===== config.mk =====
export PLATFORM = sky130hd
export DESIGN_NAME = svc_rv_mem_arb_flat
export DESIGN_NICKNAME = d
export VERILOG_FILES = /design/src/rtl/svc_rv_mem_arb_pkg.sv /design/src/rtl/svc_rv_mem_arb_if.sv /design/src/rtl/svc_rv_mem_arb_tagq.sv /design/src/rtl/svc_rv_mem_arb.sv /design/src/flat_wrapper.sv
export SDC_FILE = /design/constraint.sdc
export NUM_CORES = 1
export LEC_CHECK = 0
export ABC_AREA = 1
export ABC_CLOCK_PERIOD_IN_PS = 1700
export CORE_AREA = 10 10 99 101
export CTS_CLUSTER_DIAMETER = 60
export DETAILED_ROUTE_END_ITERATION = 7
export DIE_AREA = 0 0 109 111
export DONT_BUFFER_PORTS = 1
export GPL_TIMING_DRIVEN = 0
export PLACE_DENSITY = 0.35
export SLEW_MARGIN = 20
export SYNTH_ARGS = -nofsm -noshare
export SYNTH_HDL_FRONTEND = slang
export SYNTH_SLANG_ARGS = --single-unit

===== constraint.sdc =====
create_clock -name clock -period 1.7 [get_ports clock]
set_input_delay 0.17 -clock clock [delete_from_list [all_inputs] [get_ports clock]]
set_output_delay 0.17 -clock clock [all_outputs]
set_load 0.02 [all_outputs]

===== src/rtl/svc_rv_mem_arb_pkg.sv =====
// Shared types for the svc_rv memory arbiter: request owner and in-flight read tag.
package svc_rv_mem_arb_pkg;

  localparam int MAX_MEM_LATENCY = 4;
  localparam int STARVE_W        = 4;

  typedef enum logic {
    OWNER_I = 1'b0,
    OWNER_D = 1'b1
  } owner_t;

  typedef struct packed {
    logic   valid;
    owner_t owner;
  } tag_t;

  localparam tag_t TAG_IDLE = '{valid: 1'b0, owner: OWNER_I};

endpackage


===== src/rtl/svc_rv_mem_arb_if.sv =====
// Bundle of imem, dmem and unified-memory signals around the arbiter.
// Handshake: a request transfers in the cycle where req && gnt; gnt is combinational,
// and a requester holds req plus its payload stable until it sees gnt.
interface svc_rv_mem_arb_if #(
  parameter int XLEN = 32,
  parameter int AW   = 32
);
  localparam int SW = XLEN / 8;

  logic            i_req;
  logic [AW-1:0]   i_addr;
  logic            i_gnt;
  logic            i_rvalid;
  logic [XLEN-1:0] i_rdata;

  logic            d_req;
  logic            d_we;
  logic [AW-1:0]   d_addr;
  logic [XLEN-1:0] d_wdata;
  logic [SW-1:0]   d_wstrb;
  logic            d_gnt;
  logic            d_rvalid;
  logic [XLEN-1:0] d_rdata;

  logic            m_ren;
  logic            m_we;
  logic [AW-1:0]   m_addr;
  logic [XLEN-1:0] m_wdata;
  logic [SW-1:0]   m_wstrb;
  logic [XLEN-1:0] m_rdata;

  // Core ports and the memory model together form the outside world of the arbiter.
  modport master (
    output i_req, i_addr,
    input  i_gnt, i_rvalid, i_rdata,
    output d_req, d_we, d_addr, d_wdata, d_wstrb,
    input  d_gnt, d_rvalid, d_rdata,
    input  m_ren, m_we, m_addr, m_wdata, m_wstrb,
    output m_rdata
  );

  modport slave (
    input  i_req, i_addr,
    output i_gnt, i_rvalid, i_rdata,
    input  d_req, d_we, d_addr, d_wdata, d_wstrb,
    output d_gnt, d_rvalid, d_rdata,
    output m_ren, m_we, m_addr, m_wdata, m_wstrb,
    input  m_rdata
  );

endinterface


===== src/rtl/svc_rv_mem_arb_tagq.sv =====
// Fixed-depth shift register of read tags; the head lines up with memory read data.
module svc_rv_mem_arb_tagq
  import svc_rv_mem_arb_pkg::*;
#(
  parameter int MEM_LATENCY = 1
) (
  input  logic clock,
  input  logic reset,
  input  tag_t push,
  output tag_t head
);

  if (MEM_LATENCY < 1 || MEM_LATENCY > MAX_MEM_LATENCY) begin : g_bad_latency
    $error("svc_rv_mem_arb_tagq: MEM_LATENCY out of range 1..4");
  end

  tag_t stage_q [MEM_LATENCY];

  always_ff @(posedge clock) begin
    if (reset) begin
      for (int s = 0; s < MEM_LATENCY; s++) stage_q[s] <= TAG_IDLE;
    end else begin
      stage_q[0] <= push;
      for (int s = 1; s < MEM_LATENCY; s++) stage_q[s] <= stage_q[s-1];
    end
  end

  assign head = stage_q[MEM_LATENCY-1];

endmodule


===== src/rtl/svc_rv_mem_arb.sv =====
// Shares one single-port memory between svc_rv imem (read-only) and dmem (read/write).
// Optional imem anti-starvation counter enabled by defining SVC_RV_MEM_ARB_STARVE_EN.
module svc_rv_mem_arb
  import svc_rv_mem_arb_pkg::*;
#(
  parameter int XLEN         = 32,
  parameter int AW           = 32,
  parameter int MEM_LATENCY  = 1,
  parameter int STARVE_LIMIT = 4
) (
  input logic             clock,
  input logic             reset,
  svc_rv_mem_arb_if.slave bus
);

  if (STARVE_LIMIT < 1 || STARVE_LIMIT > 15) begin : g_bad_starve
    $error("svc_rv_mem_arb: STARVE_LIMIT out of range 1..15");
  end

  logic            i_win;
  logic            d_win;
  logic            starve_hit;
  logic            ren_mux;
  logic            we_mux;
  logic [AW-1:0]   addr_mux;
  logic [XLEN-1:0] wdata_mux;
  logic [XLEN/8-1:0] wstrb_mux;
  tag_t            push_tag;
  tag_t            head_tag;

`ifdef SVC_RV_MEM_ARB_STARVE_EN
  logic [STARVE_W-1:0] starve_q;

  // Counts dmem wins while imem is waiting; reaching the limit hands one cycle to imem.
  assign starve_hit = bus.i_req && (starve_q == STARVE_W'(STARVE_LIMIT));

  always_ff @(posedge clock) begin
    if (reset) begin
      starve_q <= '0;
    end else if (!bus.i_req || i_win) begin
      starve_q <= '0;
    end else if (d_win) begin
      starve_q <= starve_q + 1'b1;
    end
  end
`else
  assign starve_hit = 1'b0;
`endif

  always_comb begin
    d_win = 1'b0;
    i_win = 1'b0;
    if (!reset) begin
      if (bus.d_req && !starve_hit) d_win = 1'b1;
      else if (bus.i_req)           i_win = 1'b1;
    end
  end

  assign bus.i_gnt = i_win;
  assign bus.d_gnt = d_win;

  always_comb begin
    ren_mux   = 1'b0;
    we_mux    = 1'b0;
    addr_mux  = '0;
    wdata_mux = '0;
    wstrb_mux = '0;
    if (d_win) begin
      ren_mux   = !bus.d_we;
      we_mux    = bus.d_we;
      addr_mux  = bus.d_addr;
      wdata_mux = bus.d_wdata;
      wstrb_mux = bus.d_we ? bus.d_wstrb : '0;
    end else if (i_win) begin
      ren_mux  = 1'b1;
      addr_mux = bus.i_addr;
    end
  end

  assign bus.m_ren   = ren_mux;
  assign bus.m_we    = we_mux;
  assign bus.m_addr  = addr_mux;
  assign bus.m_wdata = wdata_mux;
  assign bus.m_wstrb = wstrb_mux;

  // Writes and idle cycles push an invalid tag so the head stays aligned with m_rdata.
  assign push_tag = '{valid: ren_mux, owner: (d_win ? OWNER_D : OWNER_I)};

  svc_rv_mem_arb_tagq #(
    .MEM_LATENCY(MEM_LATENCY)
  ) u_tagq (
    .clock(clock),
    .reset(reset),
    .push (push_tag),
    .head (head_tag)
  );

  always_comb begin
    bus.i_rvalid = 1'b0;
    bus.i_rdata  = '0;
    bus.d_rvalid = 1'b0;
    bus.d_rdata  = '0;
    if (!reset && head_tag.valid) begin
      if (head_tag.owner == OWNER_D) begin
        bus.d_rvalid = 1'b1;
        bus.d_rdata  = bus.m_rdata;
      end else begin
        bus.i_rvalid = 1'b1;
        bus.i_rdata  = bus.m_rdata;
      end
    end
  end

`ifdef FORMAL
  a_i_stable: assert property (@(posedge clock) disable iff (reset)
    (bus.i_req && !bus.i_gnt) |=> (bus.i_req && $stable(bus.i_addr)));
  a_d_stable: assert property (@(posedge clock) disable iff (reset)
    (bus.d_req && !bus.d_gnt) |=> (bus.d_req && $stable(bus.d_we) && $stable(bus.d_addr)
                                   && $stable(bus.d_wdata) && $stable(bus.d_wstrb)));
`endif

endmodule

===== src/flat_wrapper.sv =====
// flat-port wrapper written by rule: the top's interface ports become plain ports
module svc_rv_mem_arb_flat import svc_rv_mem_arb_pkg::*;
#(
  parameter int XLEN         = 32,
  parameter int AW           = 32,
  parameter int MEM_LATENCY  = 1,
  parameter int STARVE_LIMIT = 4
)
  (clock, reset, bus_i_req, bus_i_addr, bus_i_gnt, bus_i_rvalid, bus_i_rdata, bus_d_req, bus_d_we, bus_d_addr, bus_d_wdata, bus_d_wstrb, bus_d_gnt, bus_d_rvalid, bus_d_rdata, bus_m_ren, bus_m_we, bus_m_addr, bus_m_wdata, bus_m_wstrb, bus_m_rdata);
  svc_rv_mem_arb_if #(.XLEN(XLEN), .AW(AW)) bus_i ();
  input logic clock;
  input logic reset;
  input wire logic [$bits(bus_i.i_req)-1:0] bus_i_req;
  input wire logic [$bits(bus_i.i_addr)-1:0] bus_i_addr;
  output wire logic [$bits(bus_i.i_gnt)-1:0] bus_i_gnt;
  output wire logic [$bits(bus_i.i_rvalid)-1:0] bus_i_rvalid;
  output wire logic [$bits(bus_i.i_rdata)-1:0] bus_i_rdata;
  input wire logic [$bits(bus_i.d_req)-1:0] bus_d_req;
  input wire logic [$bits(bus_i.d_we)-1:0] bus_d_we;
  input wire logic [$bits(bus_i.d_addr)-1:0] bus_d_addr;
  input wire logic [$bits(bus_i.d_wdata)-1:0] bus_d_wdata;
  input wire logic [$bits(bus_i.d_wstrb)-1:0] bus_d_wstrb;
  output wire logic [$bits(bus_i.d_gnt)-1:0] bus_d_gnt;
  output wire logic [$bits(bus_i.d_rvalid)-1:0] bus_d_rvalid;
  output wire logic [$bits(bus_i.d_rdata)-1:0] bus_d_rdata;
  output wire logic [$bits(bus_i.m_ren)-1:0] bus_m_ren;
  output wire logic [$bits(bus_i.m_we)-1:0] bus_m_we;
  output wire logic [$bits(bus_i.m_addr)-1:0] bus_m_addr;
  output wire logic [$bits(bus_i.m_wdata)-1:0] bus_m_wdata;
  output wire logic [$bits(bus_i.m_wstrb)-1:0] bus_m_wstrb;
  input wire logic [$bits(bus_i.m_rdata)-1:0] bus_m_rdata;
  assign bus_i.i_req = bus_i_req;
  assign bus_i.i_addr = bus_i_addr;
  assign bus_i_gnt = bus_i.i_gnt;
  assign bus_i_rvalid = bus_i.i_rvalid;
  assign bus_i_rdata = bus_i.i_rdata;
  assign bus_i.d_req = bus_d_req;
  assign bus_i.d_we = bus_d_we;
  assign bus_i.d_addr = bus_d_addr;
  assign bus_i.d_wdata = bus_d_wdata;
  assign bus_i.d_wstrb = bus_d_wstrb;
  assign bus_d_gnt = bus_i.d_gnt;
  assign bus_d_rvalid = bus_i.d_rvalid;
  assign bus_d_rdata = bus_i.d_rdata;
  assign bus_m_ren = bus_i.m_ren;
  assign bus_m_we = bus_i.m_we;
  assign bus_m_addr = bus_i.m_addr;
  assign bus_m_wdata = bus_i.m_wdata;
  assign bus_m_wstrb = bus_i.m_wstrb;
  assign bus_i.m_rdata = bus_m_rdata;
  svc_rv_mem_arb #(.XLEN(XLEN), .AW(AW), .MEM_LATENCY(MEM_LATENCY), .STARVE_LIMIT(STARVE_LIMIT)) u_core (.clock(clock), .reset(reset), .bus(bus_i));
endmodule

== Word-level counts from Yosys, hierarchy flattened ==
Memory sizes are Yosys's and may differ from the RTL's.
Index checks and enable logic that the tools add are counted.
Word-level totals
  flip-flop bits (word level): 0
  memories: 1
  RAM bits: 2
Memory list
  u_core.u_tagq.stage_q: words 1, bits a word 2, read ports 1, clocked after memory_dff 0, wr ports 1, RTL line svc_rv_mem_arb_tagq.sv:17  | tag_t stage_q [MEM_LATENCY];
Cells by class
  multiplexer cells: 27
  reductions and logical operators: 4
Operators by type and width (count)
  $mux 32: 7
  $mux 1: 17
  $mux 4: 2
  $logic_not 1->1: 2
  $mux 2: 1
  $reduce_or 2->1: 1
  $logic_and 1x1->1: 1

== Logic depth before layout (Yosys ltp) ==
Gate-level depths: netlist of run 1.
  depth in word-level cells: 6
  depth in mapped cells: 6

== Cells and area by module ==
A second synthesis of run 1 with hierarchy kept.
Unflattened totals
  cells, all modules: 312
  area, all modules: 1491.4 µm²
Modules (own cells, without submodules)
  svc_rv_mem_arb: instances 1, area each 1436.4 µm², cells an instance 306
  svc_rv_mem_arb_tagq: instances 1, area each 55.1 µm², cells an instance 6

== Worst setup path after synthesis of run 1 ==
Ideal clock, no wire load.
  kind: reg2out
  from: mem u_core.u_tagq.stage_q[0][1] (netlist bit)
  to: out bus_d_rdata[21]
  path slack: 611 ps
  cell stages (with the launch flop): 6
  required time: 1530 ps
  arrival time: 919 ps
  cell sequence: dfxtp_1 > nand2_1 > inv_2 > nand2_4 > buf_6 > nor2_1
On the way
  longest elaborated chain between the ends: 3
RTL lines
  start, declared: RTL line svc_rv_mem_arb_tagq.sv:17
  $mem_v2 1x2
  $logic_and 1x1->1: RTL line svc_rv_mem_arb.sv:103  | if (!reset && head_tag.valid) begin
  $mux 32: RTL line svc_rv_mem_arb.sv:103
  end, declared: RTL line flat_wrapper.sv:25  | output wire logic [$bits(bus_i.d_rdata)-1:0] bus_d_rdata;
Every way passes these cells.

== Worst setup path in the final report of run 1 ==
  from: mem u_core.u_tagq.stage_q[0][1] (netlist bit)
  to: out bus_d_rdata[12]
The elaborated chain is that of the path after synthesis.

==> results of run 1 <==
## cells in the final DEF, fill, tap and decap left out
cell | netlist | routed
buf_4 | 3 | 3
inv_2 | 6 | 6
buf_6 | 6 | 6
buf_1 | 2 | 2
nand2_4 | 2 | 2
nor2_1 | 103 | 103
o21ai_0 | 2 | 2
buf_2 | 7 | 7
nand4_1 | 32 | 32
clkbuf_1 | 4 | 4
inv_1 | 66 | 66
nand2_1 | 71 | 71
clkbuf_8 | 0 | 3
dfxtp_1 | 2 | 2
nor2_4 | 1 | 1
## worst max path at each step
stage	startpoint	endpoint	slack, ns	cells past startpoint
finish	u_core.u_tagq.stage_q[0][1]	bus_d_rdata[12]	0.26	5
detailed placement	bus_d_req	bus_m_wstrb[0]	0.34	5
global route	u_core.u_tagq.stage_q[0][1]	bus_d_rdata[12]	0.15	5
global placement	bus_d_req	bus_m_wstrb[0]	0.36	5
floorplan	u_core.u_tagq.stage_q[0][1]	bus_d_rdata[21]	0.61	5
CTS	u_core.u_tagq.stage_q[0][1]	bus_d_rdata[12]	0.22	5
## final cells by class
type                    count  area, µm²
plain buffers              22      147.6
clock buffers               3      41.29
fillers                   949       6441
inverters                  72      270.3
multi-input cells         211      897.1
flip-flops and latches      2      40.04
well taps                 105      131.4
## synthesized netlist by cell type (all sizes together)
cell | number | area share [%]
buf | 18 | 9.8
clkbuf | 4 | 1.1
nor2 | 104 | 29
o21ai | 2 | 0.74
dfxtp | 2 | 3.0
nand2 | 73 | 21
nand4 | 32 | 15
inv | 72 | 20
## report_power, final
part / internal (mW) / switching, mW / leakage (nW)
combinational: 0.0752 / 0.316 / 0.992
clock: 0.149 / 0.0347 / 0.0216
sequential: 0.0503 / 0.00152 / 0.0167
total: 0.275 / 0.353 / 1.03
## metrics by stage
| step | power (mW) | setup slack, ns | std cells |
|---|---|---|---|
| after floorplan | 0.3889 | 0.6108 | 307 |
| after detailed placement | 0.4538 | 0.3355 | 412 |
| final | 0.6276 | 0.2614 | 415 |
| after CTS | 0.6432 | 0.2177 | 415 |
| after global routing | 0.6810 | 0.1524 | 415 |
| after global placement | 0.4538 | 0.3552 | 412 |
## layer usage
layer	track usage, %	vias up
met5	0	-
met4	1.055	0
li1	-	903
met1	8.841	786
met2	23.29	167
met3	6.686	2
## cells by family after synthesis
kind of cell	count (synthesis)
and+or+nand+nor	209
buffers and inverters	94
DFF	2
AOI/OAI and AO/OA	2
==> flow_summary.toml, run 1 <==
[routing]
routed-via-count = 1858
wl_met3_um = 1324
post_dr_vias_cell = 4.477
avgRoutedWirePerCell_um = 19.54
drt-met1-wl_um = 2352
met2_routed_wl_um = 4410
detail_route.iter0.violations = 91
post-route-drc-count = 0
detail_route.wirelength_um = 8109
highest-signal-layer = "met4"
detailedRoute.firstPassIterationCount = 4
ant_nets = 0

[timing]
timing.final.crit_period_ns = 1.439
slew-limit-headroom_pct = 49.30
hold_viol_final = 0
finalSetupViolCount = 0
fmaxAchievable_mhz = 695.1
fin_setup_tns_ns = 0
rsz0062_at_grt = "false"
report.final.slew_viol_count = 0
fin_worst_hold_slack_ns = 0.03767
fin_crit_sh_pct = 84.63
worst_pin_slew_ns = 0.7526

[synth]
yosys_register_bits = 2
post_synth_mux_area_share_pct = 0
syn_nets = 444
syn_area_um2 = 1355
synth_top_family_by_area = "simple AND/OR/NAND/NOR gates"
sequential_cell_area_fraction_in_the_yosys_report_pct = 2.955
post_synth_adder_cell_area_pct = 0
synth-xor-area-share_pct = 0
yosysUniqueCellTypes = 14
post_synth_and_or_nand_nor_area_fraction_pct = 65.47
syn_inst = 307
yosys_warnings = 0
synthesis.area_per_instance_um2 = 4.414
synth_compound_area_share_pct = 0.7387

[global_route]
grt_pass1_vias = 2027
grt_start_max_net_pins = 11
antenna_violations_before_repair = 0
grt_first_pass_wirelength_um = 11120
grtUsageTotal_pct = 11.36
global_route.overflow_total = 0

[worst_setup_path]
end_kind = "output port"
worst_setup_path_start_kind = "flip-flop"
worst-path-max-fanout = 10
critical_path.cell_chain = "nand2_1 > inv_2 > nand2_4 > buf_6 > nor2_1"
critPathBufInv = 2
critical_path_s_top_delay_family = "simple AND/OR/NAND/NOR gates"
worst_path_largest_cell_delay_ns = 0.36
path_class = "flip-flop to output port"
critical_path.slowest_cell = "nor2_1"
critical_path_required_ns = 1.53
critPathArrivalTime_ns = 1.27

[final_layout]
insertedDiodeCount = 0
syn_to_final_growth_pct = 12.74
largest_registers = "u_core.u_tagq.stage_q: 2 flops"
drive_gt1_share_pct = 9.032
final_net_count = 449
final_design_area_no_fill_um2 = 1528
layout.core_utilization_pct = 19.17
regMostFlops = "u_core.u_tagq.stage_q"
largest_register_ff_count = 2

[die]
die_area_um2 = 12100
row_count = 33
die_h_um = 111
ios = 275
core_area_um2 = 7969
die-width_um = 109
initial_cell_density_of_the_core_pct = 17.00

[clock_network]
cts-resized-gates = 0
cts_made_buffers = 3
cts_hold_buf = 0
postCtsSetupBuffers = 0
clk_path_buf_depth = 2
cts_tree = "yes"
cts.sinks = 2
h-tree-depth = 1
cts.root.buffer_cell = "clkbuf_8"
clock_slew_at_the_register_clock_pins_of_the_worst_setup_and_hold_paths_ns = 0.03

[run_status]
status = "complete, no violations"

[placement]
post_dp_hpwl_um = 7500
io_buffers = 0
placement.cell_area_um2 = 1486
place.gp.congestion = 0.8505

[worst_hold_path]
worst_hold_path.endpoint = "u_core.u_tagq.stage_q[0][0]"
worst_hold_path_type = "primary input to flip-flop"
min_delay_path_depth = 1
min-delay-start = "reset"

[pwr]
leakage_power_of_the_design_nw = 1.030
power.density_cell_area_nw_per_um2 = 410.8
vdd_drop_max_mv = 0.1758

[job]
max_cap_violations = 0
Note: power is estimated with default switching activity, not from simulation.
==> run 2, diff against run 1 <==
--- a/config.mk
+++ b/config.mk
@@ -6,14 +6,14 @@
 export NUM_CORES = 1
 export LEC_CHECK = 0
 export ABC_AREA = 1
-export ABC_CLOCK_PERIOD_IN_PS = 1700
+export ABC_CLOCK_PERIOD_IN_PS = 1200
 export CORE_AREA = 10 10 99 101
 export CTS_CLUSTER_DIAMETER = 60
 export DETAILED_ROUTE_END_ITERATION = 7
 export DIE_AREA = 0 0 109 111
 export DONT_BUFFER_PORTS = 1
 export GPL_TIMING_DRIVEN = 0
-export PLACE_DENSITY = 0.35
+export PLACE_DENSITY = 0.36
 export SLEW_MARGIN = 20
 export SYNTH_ARGS = -nofsm -noshare
 export SYNTH_HDL_FRONTEND = slang
==> constraint.sdc (replaced) <==
create_clock -name clock -period 1.2 [get_ports clock]
set_input_delay 0.12 -clock clock [delete_from_list [all_inputs] [get_ports clock]]
set_output_delay 0.12 -clock clock [all_outputs]
set_load 0.02 [all_outputs]
==> flow_summary.toml, run 2 (synthesis gave the netlist of run 1 again) <==
[die]
die-width_um = 109
die_h_um = 111
die_area_um2 = 12100
row_count = 33
ios = 275
initial_cell_density_of_the_core_pct = 17.00
core_area_um2 = 7969

[pwr]
leakage_power_of_the_design_nw = 1.142
power.density_cell_area_nw_per_um2 = 466.0
vdd_drop_max_mv = 0.2050

[placement]
post_dp_hpwl_um = 7485
place.gp.congestion = 0.7485
io_buffers = 0
placement.cell_area_um2 = 1486
placedCellCount = 412

[global_route]
use_met1_pct = 10.42
routing_usage_on_met3_pct = 5.581
groute.layer.met2.usage_pct = 25.21
grt_start_max_net_pins = 11
grt_busiest_layer = "met2"
grtUsageTotal_pct = 12.63
global_route.overflow_total = 0
antenna_violations_before_repair = 0
grt_first_pass_wirelength_um = 12230
grt_pass1_vias = 2193

[final_layout]
syn_to_final_growth_pct = 81.16
insertedDiodeCount = 0
largest_register_ff_count = 2
layout.core_utilization_pct = 30.81
final_net_count = 457
drive_gt1_share_pct = 46.23
leading_cell_type_in_the_layout_fill_and_taps_excluded = "nor2_4"
regMostFlops = "u_core.u_tagq.stage_q"
final_design_area_no_fill_um2 = 2455
layout.cells.non_filler = 423
most-common-layout-cells = "nor2_4, inv_1, nand2_1, nand4_1, nand2_2"
largest_registers = "u_core.u_tagq.stage_q: 2 flops"

[worst_setup_path]
critical_path_required_ns = 1.08
launching_instance_or_port_of_the_critical_path = "u_core.u_tagq.stage_q[0][1]"
path_class = "flip-flop to output port"
critPathArrivalTime_ns = 1.14
worst_setup_path_start_kind = "flip-flop"
end_kind = "output port"
worst-path-max-fanout = 7

[clock_network]
h-tree-depth = 1
cts.root.buffer_cell = "clkbuf_8"
clk_path_buf_depth = 2
clock_slew_at_the_register_clock_pins_of_the_worst_setup_and_hold_paths_ns = 0.03
cts_made_buffers = 3
cts_tree = "yes"
cts.sinks = 2

[routing]
detail_route.wirelength_um = 9087
routed-via-count = 1984
ant_nets = 0
post_dr_vias_cell = 4.690
detailedRoute.firstPassIterationCount = 4
detail_route.iter0.violations = 93
avgRoutedWirePerCell_um = 21.48
post-route-drc-count = 0

[worst_hold_path]
worst_hold_path_type = "primary input to flip-flop"
worst_hold_path.endpoint = "u_core.u_tagq.stage_q[0][1]"
min-delay-start = "reset"
min_delay_path_depth = 1

[timing]
fin_worst_hold_slack_ns = 0.07801
fin_setup_tns_ns = -1.739
hold_viol_final = 0
slew-limit-headroom_pct = 66.87
fin_crit_sh_pct = 104.6
report.final.slew_viol_count = 0
fmaxAchievable_mhz = 796.6
rsz0062_at_grt = "true"
min_setup_slack_post_route_ns = -0.05529
finalSetupViolCount = 59
worst_pin_slew_ns = 0.4936
timing.final.crit_period_ns = 1.255

[run_status]
violations = "negative setup slack"
status = "finished, violations left"

[job]
max_cap_violations = 0
## run 2: per-layer routing
layer  wire, µm  share of wire [%]
met5          0                  0
met4        117                1.3
met3       1263                 14
met2       5082                 56
met1       2624                 29
## run 2: how the worst max path moves through the flow
stage | end | slack [ns] | cells past startpoint
3_3_place_gp | bus_m_wdata[26] | -0.08 | 5
4_1_cts | bus_m_wdata[29] | -0.12 | 5
3_5_place_dp | bus_m_wdata[26] | -0.12 | 5
6_report | bus_i_rdata[18] | -0.06 | 5
5_1_grt | bus_i_rdata[18] | -0.11 | 5
2_1_floorplan | bus_d_rdata[21] | 0.16 | 5
## run 2: area by class of cell
class | instances | area, µm²
multi-input combinational | 212 | 1629
tap | 105 | 131.4
buffer | 22 | 207.7
inverter | 72 | 275.3
fill | 825 | 5514
clock buffer | 3 | 41.29
sequential | 2 | 45.04
timing repair buffer | 7 | 125.1
## run 2: timing repair
action,4_1_cts,5_1_grt
gates cloned,0,5
hold endpoints to repair,1,0
pin swaps,1,9
resized for setup,147,74
setup endpoints to repair,101,114
setup buffers,0,2
hold buffers,1,0
## run 2: where the power goes
group          total, mW  internal [mW]  switching (mW)
logic              0.808          0.189           0.619
registers         0.0771         0.0710         0.00617
clock network      0.259          0.212          0.0475
## run 2: critical path: stages, from the launching register on
cell	delay, ns
dfxtp_2	0.31
nand2_2	0.06
clkinv_4	0.11
nand2_8	0.10
buf_12	0.16
nor2_4	0.19
## run 2: through the flow
stage / total power [mW] / setup slack (ns)
6_report: 1.144 / -0.05529
5_1_grt: 1.221 / -0.1080
4_1_cts: 1.050 / -0.1185
3_5_place_dp: 0.6486 / -0.1243
3_3_place_gp: 0.6461 / -0.08479
2_1_floorplan: 0.5510 / 0.1608
